==> src/rtl/dmem_arbiter.sv <==
// Two-port arbiter for a single-port, word-addressed data memory.
// Port 0 has fixed priority; port 1 is forced through after MAX_WAIT contended losses.
module dmem_arbiter_port #(
  parameter int DW = 32
) (
  input  logic          i_clk,
  input  logic          i_rst_n,
  input  logic          i_gnt,
  input  logic          i_we,
  input  logic          i_oor,
  input  logic [DW-1:0] i_rd,
  output logic          o_rvalid,
  output logic [DW-1:0] o_rdata,
  output logic          o_err
);
  logic          r_rvalid;
  logic [DW-1:0] r_rdata;
  logic          r_err;

  // rdata/err only move on a grant so a losing port keeps its last response
  always_ff @(posedge i_clk or negedge i_rst_n) begin
    if (!i_rst_n) begin
      r_rvalid <= 1'b0;
      r_rdata  <= '0;
      r_err    <= 1'b0;
    end else begin
      r_rvalid <= i_gnt;
      if (i_gnt) begin
        r_rdata <= (i_we | i_oor) ? '0 : i_rd;
        r_err   <= i_oor;
      end
    end
  end

  assign o_rvalid = r_rvalid;
  assign o_rdata  = r_rdata;
  assign o_err    = r_err;
endmodule

module dmem_arbiter #(
  parameter int DW       = 32,
  parameter int AW       = 32,
  parameter int DEPTH    = 64,
  parameter int MAX_WAIT = 4
) (
  input  logic          i_clk,
  input  logic          i_rst_n,
  input  logic          i_p0_req,
  input  logic          i_p0_we,
  input  logic [AW-1:0] i_p0_addr,
  input  logic [DW-1:0] i_p0_wdata,
  output logic          o_p0_gnt,
  output logic          o_p0_rvalid,
  output logic [DW-1:0] o_p0_rdata,
  output logic          o_p0_err,
  input  logic          i_p1_req,
  input  logic          i_p1_we,
  input  logic [AW-1:0] i_p1_addr,
  input  logic [DW-1:0] i_p1_wdata,
  output logic          o_p1_gnt,
  output logic          o_p1_rvalid,
  output logic [DW-1:0] o_p1_rdata,
  output logic          o_p1_err,
  output logic [AW-1:0] o_mem_A,
  output logic [DW-1:0] o_mem_WD,
  output logic          o_mem_WE,
  input  logic [DW-1:0] i_mem_RD
);
  localparam int NP = 2;
  localparam int CW = $clog2(MAX_WAIT + 1);
  localparam logic [AW-1:0] LP_DEPTH = AW'(DEPTH);
  localparam logic [CW-1:0] LP_MAXW  = CW'(MAX_WAIT);

  logic [NP-1:0]         w_req, w_we, w_gnt, w_rvalid, w_err;
  logic [NP-1:0][AW-1:0] w_addr;
  logic [NP-1:0][DW-1:0] w_wdata, w_rdata;
  logic                  w_any, w_win, w_force1, w_sel_we, w_oor;
  logic [AW-1:0]         w_sel_addr;
  logic [DW-1:0]         w_sel_wdata;
  logic [CW-1:0]         r_wait_cnt;

  assign w_req   = {i_p1_req,   i_p0_req};
  assign w_we    = {i_p1_we,    i_p0_we};
  assign w_addr  = {i_p1_addr,  i_p0_addr};
  assign w_wdata = {i_p1_wdata, i_p0_wdata};

  assign w_force1 = (r_wait_cnt == LP_MAXW);
  assign w_gnt[1] = w_req[1] & (~w_req[0] | w_force1);
  assign w_gnt[0] = w_req[0] & ~w_gnt[1];
  assign w_any    = |w_gnt;
  assign w_win    = w_gnt[1];

  // idle cycles park the memory bus at zero
  assign w_sel_addr  = w_any ? w_addr[w_win]  : '0;
  assign w_sel_wdata = w_any ? w_wdata[w_win] : '0;
  assign w_sel_we    = w_any & w_we[w_win];
  assign w_oor       = (w_sel_addr >= LP_DEPTH);

  assign o_mem_A  = w_sel_addr;
  assign o_mem_WD = w_sel_wdata;
  assign o_mem_WE = w_sel_we & ~w_oor;
  assign o_p0_gnt = w_gnt[0];
  assign o_p1_gnt = w_gnt[1];

  always_ff @(posedge i_clk or negedge i_rst_n) begin
    if (!i_rst_n)
      r_wait_cnt <= '0;
    else if (w_req[1] & ~w_gnt[1] & w_req[0])
      r_wait_cnt <= w_force1 ? r_wait_cnt : r_wait_cnt + CW'(1);
    else
      r_wait_cnt <= '0;
  end

  for (genvar g = 0; g < NP; g++) begin : g_port
    dmem_arbiter_port #(.DW(DW)) u_port (
      .i_clk    (i_clk),
      .i_rst_n  (i_rst_n),
      .i_gnt    (w_gnt[g]),
      .i_we     (w_sel_we),
      .i_oor    (w_oor),
      .i_rd     (i_mem_RD),
      .o_rvalid (w_rvalid[g]),
      .o_rdata  (w_rdata[g]),
      .o_err    (w_err[g])
    );
  end

  assign o_p0_rvalid = w_rvalid[0];
  assign o_p0_rdata  = w_rdata[0];
  assign o_p0_err    = w_err[0];
  assign o_p1_rvalid = w_rvalid[1];
  assign o_p1_rdata  = w_rdata[1];
  assign o_p1_err    = w_err[1];
endmodule

==> config.mk <==
export PLATFORM = sky130hd
export DESIGN_NAME = dmem_arbiter
export DESIGN_NICKNAME = d
export VERILOG_FILES = /design/src/rtl/dmem_arbiter.sv
export SDC_FILE = /design/constraint.sdc
export NUM_CORES = 1
export LEC_CHECK = 0
export CORE_AREA = 2 2 116 118
export CTS_BUF_LIST = sky130_fd_sc_hd__clkbuf_2
export CTS_CLUSTER_SIZE = 10
export DETAILED_ROUTE_END_ITERATION = 6
export DIE_AREA = 0 0 118 120
export PLACE_DENSITY = 0.74
export SYNTH_ARGS = -nofsm -noshare
export SYNTH_HDL_FRONTEND = slang
export SYNTH_SLANG_ARGS = --single-unit
==> constraint.sdc <==
create_clock -name i_clk -period 1.8 [get_ports i_clk]
set_input_delay 0.36 -clock i_clk [delete_from_list [all_inputs] [get_ports i_clk]]
set_output_delay 0.36 -clock i_clk [all_outputs]
set_load 0.05 [all_outputs]
# Word-level counts from Yosys, hierarchy flattened
# Index checks and enable logic that the tools add are counted.
# word_totals
out_inout_bits	135
regBits	71
wordCells	35
inputBits	166
# op_classes
n_bitwise	11
n_reduce_logical	1
eq_ne	2
n_addsub	1
n_lt_le_gt_ge	2
mux	11
# op_table
op	count
$mux W32	7
$ge A32 B7 Y1 const B	1
$and A1 B1 Y1	6
$mux W3	2
$add A3 B1 Y3 const B	1
$eq A3 B3 Y1 const B	1
$not A1 Y1	3
$lt A1 B2 Y1 const B	1
$mux W1	2
$ne A2 B2 Y1 const B	1
$or A1 B1 Y1	2
$reduce_or A2 Y1	1

# Longest topological paths before layout
# Gate-level depths: netlist of run 1.
# logic_depth
word_depth	10
ltp_mapped	10
depth_no_buf	7

# Modules after synthesis
# From an unflattened synthesis of run 1, not the netlist that was laid out.
# unflattened
cells_unflattened	486
hier_area_um2	4319.1
# by_module_without_submodules
mod	seq_area_each_um2	area_per_inst_um2	cells_each	n_inst
dmem_arbiter_port	850.8	1582.8	143	2
dmem_arbiter	75.1	1153.6	200	1

# Worst setup path before layout of run 1
# Ideal clock, no wire load.
# synth_path
path_kind	register to output
startpoint	reg r_wait_cnt[0]
endpoint	out o_mem_A[11]
path_stages_with_launch	8
required_time_ns	1.440
n_path_buf	1
t_arrival_ns	2.230
path_slack_ns	-0.790
cell_sequence	dfrtp_1 > inv_1 > ha_1 > nand3_1 > nand2_1 > inv_2 > buf_1 > a22o_1
# synth_between
elab_chain_cells	7
elab_cells_between_ends	9
classes_between	eq/ne (1); mux (3); bitwise (4); reduce/logical (1)
# synth_lines
item	line	source
start: declaration	80	logic [CW-1:0] r_wait_cnt;
start signal: assignment	109	r_wait_cnt <= w_force1 ? r_wait_cnt : r_wait_cnt + CW'(1);
$eq A3 B3 Y1	87	assign w_force1 = (r_wait_cnt == LP_MAXW);
$or A1 B1 Y1	88	assign w_gnt[1] = w_req[1] & (~w_req[0] | w_force1);
$and A1 B1 Y1	88	
$not A1 Y1	89	assign w_gnt[0] = w_req[0] & ~w_gnt[1];
$and A1 B1 Y1	89	
named net o_p0_gnt	52	output logic o_p0_gnt,
$reduce_or A2 Y1	90	assign w_any = |w_gnt;
$mux W32	94	assign w_sel_addr = w_any ? w_addr[w_win] : '0;
end: declaration	64	output logic [AW-1:0] o_mem_A,
# The timed path passes the listed nets, and every way through them passes these cells. The select of a mux whose other input is x is not followed.

# Final worst setup path of run 1
# layout_path
startpoint	in i_p1_addr[14]
endpoint	out o_mem_WE
# layout_between
elab_chain_cells	6
# layout_lines
item	line	source
start: declaration	58	input logic [AW-1:0] i_p1_addr,
$mux W32 (implied by the code) (2 in series)	94	
$mux W32	94	
$ge A32 B7 Y1	97	assign w_oor = (w_sel_addr >= LP_DEPTH);
$not A1 Y1	101	assign o_mem_WE = w_sel_we & ~w_oor;
$and A1 B1 Y1	101	
end: declaration	66	output logic o_mem_WE,
# Every way passes these cells. The select of a mux whose other input is x is not followed.

==> impl_metrics.json, run 1 <==
{
  "slew_headroom_pct": 67.8,
  "fin_area_um2": 8430,
  "vias": 4510,
  "ys_top_cells_by_area": "dfrtp_1 (50%), a22o_1 (22%), nand2_1 (8.6%)",
  "core_area_um2": 13000,
  "clkPwrFrac_pct": 22.6,
  "seq_area_frac_synth_pct": 50.0,
  "fin_nets": 871,
  "insertedDiodeCount": 0,
  "r2r_cells": 10,
  "grt_max_degree": 39,
  "crit_start": "i_p1_addr[14]",
  "tritoncts": "done",
  "yosysUniqueCellTypes": 26,
  "power_density_nw_per_um2": 529,
  "use_met2_pct": 41.2,
  "fin_crit_sh_pct": 136,
  "slew_viol_final": 0,
  "vias_per_cell": 5.10,
  "grt_pass1_vias": 4643,
  "placed_cell_area_um2": 7260,
  "synthesis.nets": 520,
  "pwr-share-comb_pct": 41.3,
  "drive_gt1_share_pct": 49.4,
  "status": "complete, but fails checks",
  "die_x_um": 118,
  "layout_setup_ws_ps": -652,
  "tightest_slew_ps": 483,
  "swShare_pct": 34.2,
  "crit_path_end": "o_mem_WE",
  "ant_nets": 0,
  "power_frac_seq_pct": 36.1,
  "fin_crit_ps": 2450,
  "skew_ps": 24.2,
  "grt_usage_pct": 23.3,
  "grt_antenna_before_repair": 0,
  "wl_per_cell_um": 20.7,
  "hp-class": "input port to async pin",
  "leakagePower_uw": 0.00396,
  "fmax_mhz": 408,
  "globalplace.congestion": 0.973,
  "htreeDepth": 3,
  "hold_viol_final": 0,
  "synth_edf_count": 0,
  "met1_usage_pct": 27.6,
  "use_met3_pct": 5.61,
  "multi_input_area_um2": 2340,
  "ys_ff_latch": 71,
  "cp.arrival_ps": 2090,
  "row_count": 42,
  "grt_pass1_wl_um": 26000,
  "rrSetupSlack_ps": -100,
  "reg2reg_from": "r_wait_cnt[0]",
  "drt_iter0_drc": 220,
  "syn_to_final_growth_pct": 137,
  "synth_top_area_share_pct": 50.0,
  "ioPinCount": 301,
  "start_kind": "input port",
  "fin_util_pct": 65.0,
  "drtPass1Iterations": 4,
  "remaining_drc_errors": 0,
  "crit_required_ps": 1440,
  "cts_root_buf": "clkbuf_2",
  "crit_path_cell_trace": "clkdlybuf4s50_1 -> nor4_1 -> buf_4 -> nand3_1 -> nor4_4 -> a31o_4 -> buf_12",
  "netlist_area_um2": 3550,
  "synthCells": 352,
  "setup_violations": 109,
  "slowest_stage": "clkdlybuf4s50_1",
  "n_fill_cell": 983,
  "synth_top_flop_cell": "dfrtp_1",
  "die_h_um": 120,
  "violations": "negative setup slack",
  "async_flop_share_pct": 100,
  "power.internal_uw": 2930,
  "overflow": 0,
  "cp-end-kind": "primary output",
  "yosysTopAreaCell": "dfrtp_1",
  "worstPathMaxFanout": 2,
  "ff_latch_area_um2": 1780,
  "rsz0062_at_grt": "true",
  "max-cap-violations": 0,
  "clk_pin_slew_worst_paths_ps": 200,
  "peakVddDrop_uv": 444,
  "power.switching_uw": 1530,
  "synth_commonest_cells": "a22o_1 (89), nand2_1 (81), dfrtp_1 (71), nand3_1 (33), clkbuf_1 (13)",
  "grt-busiest-layer": "met2",
  "synthMostInstantiatedCell": "a22o_1",
  "avgSynthCellArea_um2": 10.1,
  "cts_buffers": 9,
  "clock_latency_ps": 500,
  "start_util_pct": 27.4,
  "clockBufferDepth": 2,
  "routed_wl_um": 18300,
  "dp_hpwl_um": 12700,
  "crit_path_max_incr_delay_ps": 480,
  "die-area_um2": 14200,
  "io_buffer_count": 300,
  "ys.warnings.count": 0,
  "cts_sinks": 71,
  "crit_type": "input port to primary output",
  "r2r-end": "g_port[1].u_port.o_rdata[4]"
}
## power groups by stage
stage	Clock (uW)	Combinational, uW	Sequential, uW
after global routing	1110	1910	1610
final	1010	1840	1610
after CTS	1040	1740	1610
after floorplan	0	751	1660
after global placement	0	1530	1640
after detailed placement	0	1550	1640
## logic make-up after synthesis
group	after synthesis	synth area share [%]
DFF	71	50.0
muxes	1	0.282
buffers and inverters	36	5.71
and+or+nand+nor	139	19.0
AOI/OAI and AO/OA	103	24.3
adders and majority gates	2	0.704
## sequential cells by signal, indices dropped and copies added (netlist names)
signal / flops
g_port.u_port.o_rvalid: 2
g_port.u_port.o_err: 2
g_port.u_port.o_rdata: 64
r_wait_cnt: 3
## metal layers
metal,wire length [um],vias up
met5,0,-
met2,9670,194
met4,483,0
met1,7030,2283
li1,-,2003
met3,1060,30
## area by class of cell
| type | instances | share of cell area [%] |
|---|---|---|
| Clock buffer | 9 | 0.534 |
| Sequential cell | 71 | 21.1 |
| Timing Repair Buffer | 370 | 46.5 |
| Multi-Input combinational cell | 245 | 27.8 |
| Clock inverter | 7 | 1.04 |
| Inverter | 6 | 0.416 |
| Tap cell | 176 | 2.61 |
## worst max-delay path: cells and delay by family
| kind | cells | cell delay (ps) |
|---|---|---|
| AND/OR/NAND/NOR | 3 | 790 |
| buffers and inverters | 3 | 780 |
| AO/OA/AOI/OAI | 1 | 140 |
## per-stage QoR
step	total power (uW)	hold WS (ps)	TNS (ps)	instances	setup WS, ps
2_1_floorplan	2410	64.4	-10450	352	-279
3_3_place_gp	3170	342	-51160	850	-565
3_5_place_dp	3190	339	-51550	850	-538
4_1_cts	4380	270	-48850	868	-732
5_1_grt	4630	288	-55930	884	-768
6_report	4460	317	-45650	884	-652
## timing repair
item	in CTS	in global routing
hold endpoints to repair	18	0
pin swaps	24	9
buffers inserted	1	6
cloned	0	10
gates resized for setup	134	45
endpoints found under the setup margin	131	131
hold buffers	1	0
## worst min path at each step
stage                                              end  slack (ps)  depth (start not counted)  startpoint
final                     g_port[1].u_port.o_rdata[25]         320                          2     i_rst_n
after global routing      g_port[0].u_port.o_rdata[24]         290                          2     i_rst_n
after CTS                 g_port[0].u_port.o_rdata[24]         270                          2     i_rst_n
after detailed placement     g_port[0].u_port.o_rvalid         340                          1     i_rst_n
after global placement       g_port[0].u_port.o_rvalid         340                          1     i_rst_n
after floorplan                 g_port[0].u_port.o_err          60                          0     i_rst_n
## cells in the final DEF, fill, tap and decap left out, drive strengths merged, types with 6 or more instances in the layout
cell             n
dfrtp           71
a22o            90
nor2             6
nand2           81
buf            197
nor4            15
nand3           33
clkdlybuf4s50  162
a21oi            9
clkbuf          17
Power figures use the tool's default switching activity.
==> inputs of run 2 (changes only) <==
--- a/config.mk
+++ b/config.mk
@@ -10,7 +10,7 @@
 export CTS_CLUSTER_SIZE = 10
 export DETAILED_ROUTE_END_ITERATION = 6
 export DIE_AREA = 0 0 118 120
-export PLACE_DENSITY = 0.74
+export PLACE_DENSITY = 0.8
 export SYNTH_ARGS = -nofsm -noshare
 export SYNTH_HDL_FRONTEND = slang
 export SYNTH_SLANG_ARGS = --single-unit
==> run 2 against run 1 <==
  * The flow still finishes with violations (negative setup slack)
  * Hold slack better by 51 ps
  * Flip-flop and latch count stayed put
  * Combinational power hardly changed
  * Critical endpoint unchanged
==> impl_metrics.json, run 2 (synthesized netlist as in run 1, its figures left out) <==
{
  "start_kind": "flip-flop",
  "clock_latency_ps": 520,
  "start_util_pct": 27.4,
  "slew_headroom_pct": 31.0,
  "power_density_nw_per_um2": 540,
  "crit_path_cell_trace": "inv_2 -> ha_4 -> nand2_4 -> a21bo_4 -> buf_12 -> nor4_4 -> a31o_2 -> buf_12",
  "peakVddDrop_uv": 373,
  "slew_viol_final": 0,
  "max-cap-violations": 0,
  "die_h_um": 120,
  "clk_pin_slew_worst_paths_ps": 210,
  "grt_pass1_vias": 4696,
  "row_count": 42,
  "wl_per_cell_um": 21.9,
  "vias_per_cell": 5.16,
  "crit_path_max_incr_delay_ps": 440,
  "tritoncts": "done",
  "grt_max_degree": 72,
  "fin_crit_ps": 2580,
  "grt_pass1_wl_um": 26800,
  "globalplace.congestion": 0.955,
  "crit_type": "flip-flop to primary output",
  "crit_start": "r_wait_cnt[0]",
  "final_common_cell": "clkdlybuf4s50_1",
  "rsz0062_at_grt": "true",
  "cts_root_buf": "clkbuf_2",
  "cp.arrival_ps": 2220,
  "setup_violations": 132,
  "core_area_um2": 13000,
  "overflow": 0,
  "leakagePower_uw": 0.00400,
  "violations": "negative setup slack",
  "die_x_um": 118,
  "final_cell_mix": "clkdlybuf4s50_1 (164), buf_4 (117), dfrtp_1 (71)",
  "crit_required_ps": 1440,
  "status": "complete, but fails checks",
  "io_buffer_count": 300,
  "grt_usage_pct": 24.4,
  "die-area_um2": 14200,
  "ioPinCount": 301,
  "remaining_drc_errors": 0,
  "tightest_slew_ps": 1030,
  "drtPass1Iterations": 4,
  "reg2reg_from": "r_wait_cnt[0]",
  "syn_to_final_growth_pct": 140,
  "fin_util_pct": 65.7,
  "layout_setup_ws_ps": -781,
  "grt_antenna_before_repair": 0,
  "routed_wl_um": 19700,
  "drt_iter0_drc": 240,
  "dp_hpwl_um": 12400,
  "hold_viol_final": 0,
  "cts_buffers": 9,
  "fin_area_um2": 8530,
  "worstPathMaxFanout": 4,
  "htreeDepth": 3,
  "fin_crit_sh_pct": 143,
  "placed_cell_area_um2": 7240,
  "fin_nets": 887,
  "insertedDiodeCount": 0,
  "drive_gt1_share_pct": 50.3,
  "largest_reg_flops": 64,
  "cp-end-kind": "primary output",
  "slowest_stage": "dfrtp_1",
  "skew_ps": 24.9,
  "vias": 4646,
  "cp_common_cell": "buf_12",
  "clockBufferDepth": 2,
  "hp-class": "input port to async pin",
  "ant_nets": 0,
  "cts_sinks": 71,
  "fmax_mhz": 387,
  "n_fill_cell": 947
}
-- run 2: routing by layer --
metal | vias up | global-route usage (%) | part of all wire [%]
li1 | 2040 | - | -
met1 | 2265 | 30.2 | 38
met2 | 281 | 39.9 | 50
met3 | 60 | 6.42 | 7.6
met4 | 0 | 11.1 | 4.3
met5 | - | 0 | 0
-- run 2: area by class of cell --
class                           count  area [um2]  area share, %
Sequential cell                    71        1780           20.8
Timing Repair Buffer              384        4010           47.0
Inverter                            6        40.0          0.470
Clock inverter                      7         111           1.31
Tap cell                          176         220           2.58
Timing Repair inverter              2        13.8          0.161
Clock buffer                        9        45.0          0.528
Multi-Input combinational cell    245        2310           27.1
-- run 2: what timing repair did --
item                                   CTS  global route
resized for setup                       92            70
endpoints found under the hold margin   71             0
setup endpoints to repair              131           132
hold buffers                             1             0
pin swaps                                3             5
cloned                                   6            10
buffers inserted                         8             7
-- run 2: critical path, delay by kind of cell, from the launching register on --
family	cells	cell delay [ps]
buffers and inverters	3	350
AO/OA/AOI/OAI	2	430
flip-flops	1	440
adder cells (fa/ha/maj)	1	130
AND/OR/NAND/NOR	2	340
-- run 2: worst paths after layout --
check                                               end  slack (ps)  cells after the start
hold reg to reg                  g_port[1].u_port.o_err         520                      2
setup reg to reg           g_port[1].u_port.o_rdata[16]        -540                     13
min in group i_clk         g_port[1].u_port.o_rdata[25]         450                      2
hold / removal             g_port[0].u_port.o_rdata[22]         370                      3
setup / recovery                               o_mem_WE        -780                      8
max in group asynchronous                 r_wait_cnt[1]        1130                      3
-- run 2: report_power, final --
| group | switching [uW] | internal (uW) | total, uW | leakage [uW] |
|---|---|---|---|---|
| Clock | 575 | 589 | 1160 | 0.0000893 |
| Sequential | 4.70 | 1610 | 1610 | 0.000982 |
| Combinational | 974 | 854 | 1830 | 0.00293 |
-- run 2: per-stage QoR --
| stage | instances | setup TNS (ps) | power, uW | hold WS [ps] | worst slack [ps] |
|---|---|---|---|---|---|
| 2_1_floorplan | 352 | -10450 | 2410 | 64.4 | -279 |
| 3_3_place_gp | 854 | -61330 | 3160 | 407 | -726 |
| 3_5_place_dp | 854 | -66200 | 3170 | 419 | -712 |
| 6_report | 900 | -63970 | 4600 | 368 | -781 |
| 5_1_grt | 900 | -76200 | 4780 | 339 | -896 |
| 4_1_cts | 885 | -58370 | 4480 | 322 | -832 |
==> RTL change, RTL diff (settings of run 1) <==
`DW` is set to 32 in 2 places; all go to 16.
--- a/src/rtl/dmem_arbiter.sv
+++ b/src/rtl/dmem_arbiter.sv
@@ -1,7 +1,7 @@
 // Two-port arbiter for a single-port, word-addressed data memory.
 // Port 0 has fixed priority; port 1 is forced through after MAX_WAIT contended losses.
 module dmem_arbiter_port #(
-  parameter int DW = 32
+  parameter int DW = 16
 ) (
   input  logic          i_clk,
   input  logic          i_rst_n,
@@ -38,7 +38,7 @@
 endmodule
 
 module dmem_arbiter #(
-  parameter int DW       = 32,
+  parameter int DW       = 16,
   parameter int AW       = 32,
   parameter int DEPTH    = 64,
   parameter int MAX_WAIT = 4
Ports: changed (6 resized); port bits go from 301 to 205. No check against the original RTL was run, so the function may have changed too.
==> RTL change against run 1 <==
The run still ends with setup timing left. Synthesized area decreased by 33%. Combinational power decreased by 23%. Routed wire length decreased by 37%. Total power decreased by 37%. Final area decreased by 28%. Clock power decreased by 49%. Worst setup slack got worse by 82 ps. First-iteration DRC count decreased by 66%. Register-to-register slack got worse by 340 ps. Sequential cell count decreased by 32. Largest cell class unchanged.
==> RTL change: results (changes against run 1) <==
The run gives 8550 µm (-33%) as the HPWL after detailed placement. The run gives 7.66 ps (-16.6 ps) as the setup clock skew after layout. The min-delay analysis places its worst path in the category in2async. The tools report the distinct cell type count of the synthesized netlist as 32 (+23%). The logs give 2 (unchanged) for the number of buffers between clock root and the deepest sink and -734 ps (-82.3 ps) for the final worst slack. For the static leakage, the log shows 2.82 nW (-29%). The clock latency at the later pin of the worst-skew pair is 380 ps (-120 ps).

The checks that failed: setup timing. The tools report the first-pass GRT wire length as 17500 µm (-33%). The run finished, with violations left.

Final setup violation count: 82 (-25%). The run gives 2 (-1) as the number of H-tree levels. The final net count is 670 (-23%), and the depth of the worst register-to-register path is 11 (+1). The root buffer cell chosen for the clock tree is clkbuf_2.

The initial antenna violation count was 0 (unchanged); the largest net degree at the start of global routing was 35 (-10%). For the final weighted congestion in routability-driven placement, the log shows 0.848 (-13%). The run gives 0 (unchanged) as the total number of yosys warnings. The logs give 5 (-4) for the CTS buffer count and 11600 µm (-37%) for the sum of routed wire length over all layers. The all-layer global routing usage was 15.4% (-7.9 points); the part of the Yosys area used for sequential elements was 41.0% (-9.0 points). The number of diodes added for antenna fixing came out at 0 (unchanged). Counting instances in the post-synthesis netlist gives the leading cell types as nand2_1 (47), dfrtp_1 (39), a31o_1 (32). Yosys attributes the largest share of cell area to dfrtp_1 (41%), a31o_1 (12%), a22o_1 (9.2%), nand2_1 (7.4%), nand3_1 (4.4%). The CTS clock-pin slew for the worst setup and hold paths is 200 ps (about the same), and the worst slew slack as a fraction of its limit is 40.4% (-27 points).

The number of flip-flops in the largest register is 32 (-50%). The final count of hold timing violations was 0 (unchanged); the highest net fanout along the worst path was 3 (+1). The worst-case vdd ir drop was 0.306 mV (-31%); the ratio of routed vias to standard cells was 4.41 (-14%). The net count after synthesis is 384 (-26%). The number of optimization iterations in the first detailed-route pass is 5 (+1), and the proportion of synthesized flip-flops having asynchronous set or reset is 100% (unchanged). The tools report the number of violations reported at the end of detailed-routing iteration 0 as 75 (-66%). The number of port buffers was 204 (-32%); the ratio of cells with drive above 1 in the final layout was 47.8% (-1.6 points).

The switching power was 1.00 mW (-34%). The data arrival at the endpoint of the critical path is 2170 ps (+80 ps). The tools report the via count of the first global-routing pass as 3367 (-27%).
RTL change: timing repair:
item,4_1_cts,5_1_grt
pin swaps,1,2
hold buffers,1,0
hold endpoints to repair,10,0
gates resized for setup,59,18
endpoints found under the setup margin,83,85
buffers inserted,2,6
gates cloned,3,5
RTL change: logic make-up (layout without fill, tap and decap cells):
kind of cell	count (synthesis)	in the layout	synth area share [%]
flops	39	39	41.0
compound gates	70	70	25.2
buf+inv	28	314	5.15
fa+ha+maj	2	2	1.05
simple gates	124	124	27.1
mux	1	1	0.421
RTL change: worst paths after layout:
path,from,endpoint,slack (ps)
hold / removal,i_rst_n,g_port[1].u_port.o_rdata[10]$_DFFE_PN0N_,350
max in group asynchronous,i_rst_n,g_port[0].u_port.o_rdata[11]$_DFFE_PN0P_,950
hold reg to reg,g_port[1].u_port.o_err$_DFFE_PN0N_,g_port[1].u_port.o_err$_DFFE_PN0N_,510
setup reg to reg,r_wait_cnt[1]$_DFFE_PN0P_,g_port[0].u_port.o_rdata[11]$_DFFE_PN0P_,-440
min in group i_clk,g_port[1].u_port.o_err$_DFFE_PN0N_,g_port[1].u_port.o_err$_DFFE_PN0N_,510
setup / recovery,r_wait_cnt[1]$_DFFE_PN0P_,o_mem_WE,-730
RTL change: stage by stage:
| stage | instance area, µm² | util (%) | setup TNS [ps] | instances | setup WS (ps) |
|---|---|---|---|---|---|
| global route | 6080 | 46.8 | -51920 | 726 | -867 |
| finish | 6080 | 46.8 | -41510 | 726 | -734 |
| CTS | 5900 | 45.5 | -40680 | 716 | -788 |
| floorplan | 2910 | - | -4690 | 264 | -327 |
| detailed placement | 5490 | 42.3 | -42880 | 703 | -688 |
| global placement | 5490 | 42.3 | -42050 | 703 | -722 |
RTL change: worst max-delay path, cell delays in order (launching register included):
cell and delay, ps:
dfrtp_1 420, inv_1 60, ha_2 180, nand2_2 60, a21bo_4 230, or4_4 520
a21boi_4 160, buf_12 150
RTL change: layer usage:
layer | share of wire [%] | global-route usage [%]
met5 | 0 | 0
met4 | 1.2 | 3.54
met2 | 55 | 29.5
met1 | 38 | 17.2
met3 | 5.5 | 3.42
RTL change: power groups by stage:
stage	registers [mW]	logic (mW)	clock network, mW
floorplan	0.928	0.613	0
global placement	0.905	1.24	0
detailed placement	0.905	1.26	0
CTS	0.890	1.38	0.543
global route	0.892	1.48	0.585
finish	0.889	1.42	0.514
RTL change: cell type report:
| cell class | instances | area, µm² |
|---|---|---|
| flip-flops and latches | 39 | 976 |
| repair buffers | 299 | 2980 |
| fillers | 1186 | 6900 |
| inverters | 7 | 38.8 |
| clock inverters | 2 | 37.5 |
| well taps | 176 | 220 |
| clock buffers | 5 | 25.0 |
| repair inverters | 1 | 16.3 |
| multi-input cells | 197 | 1780 |
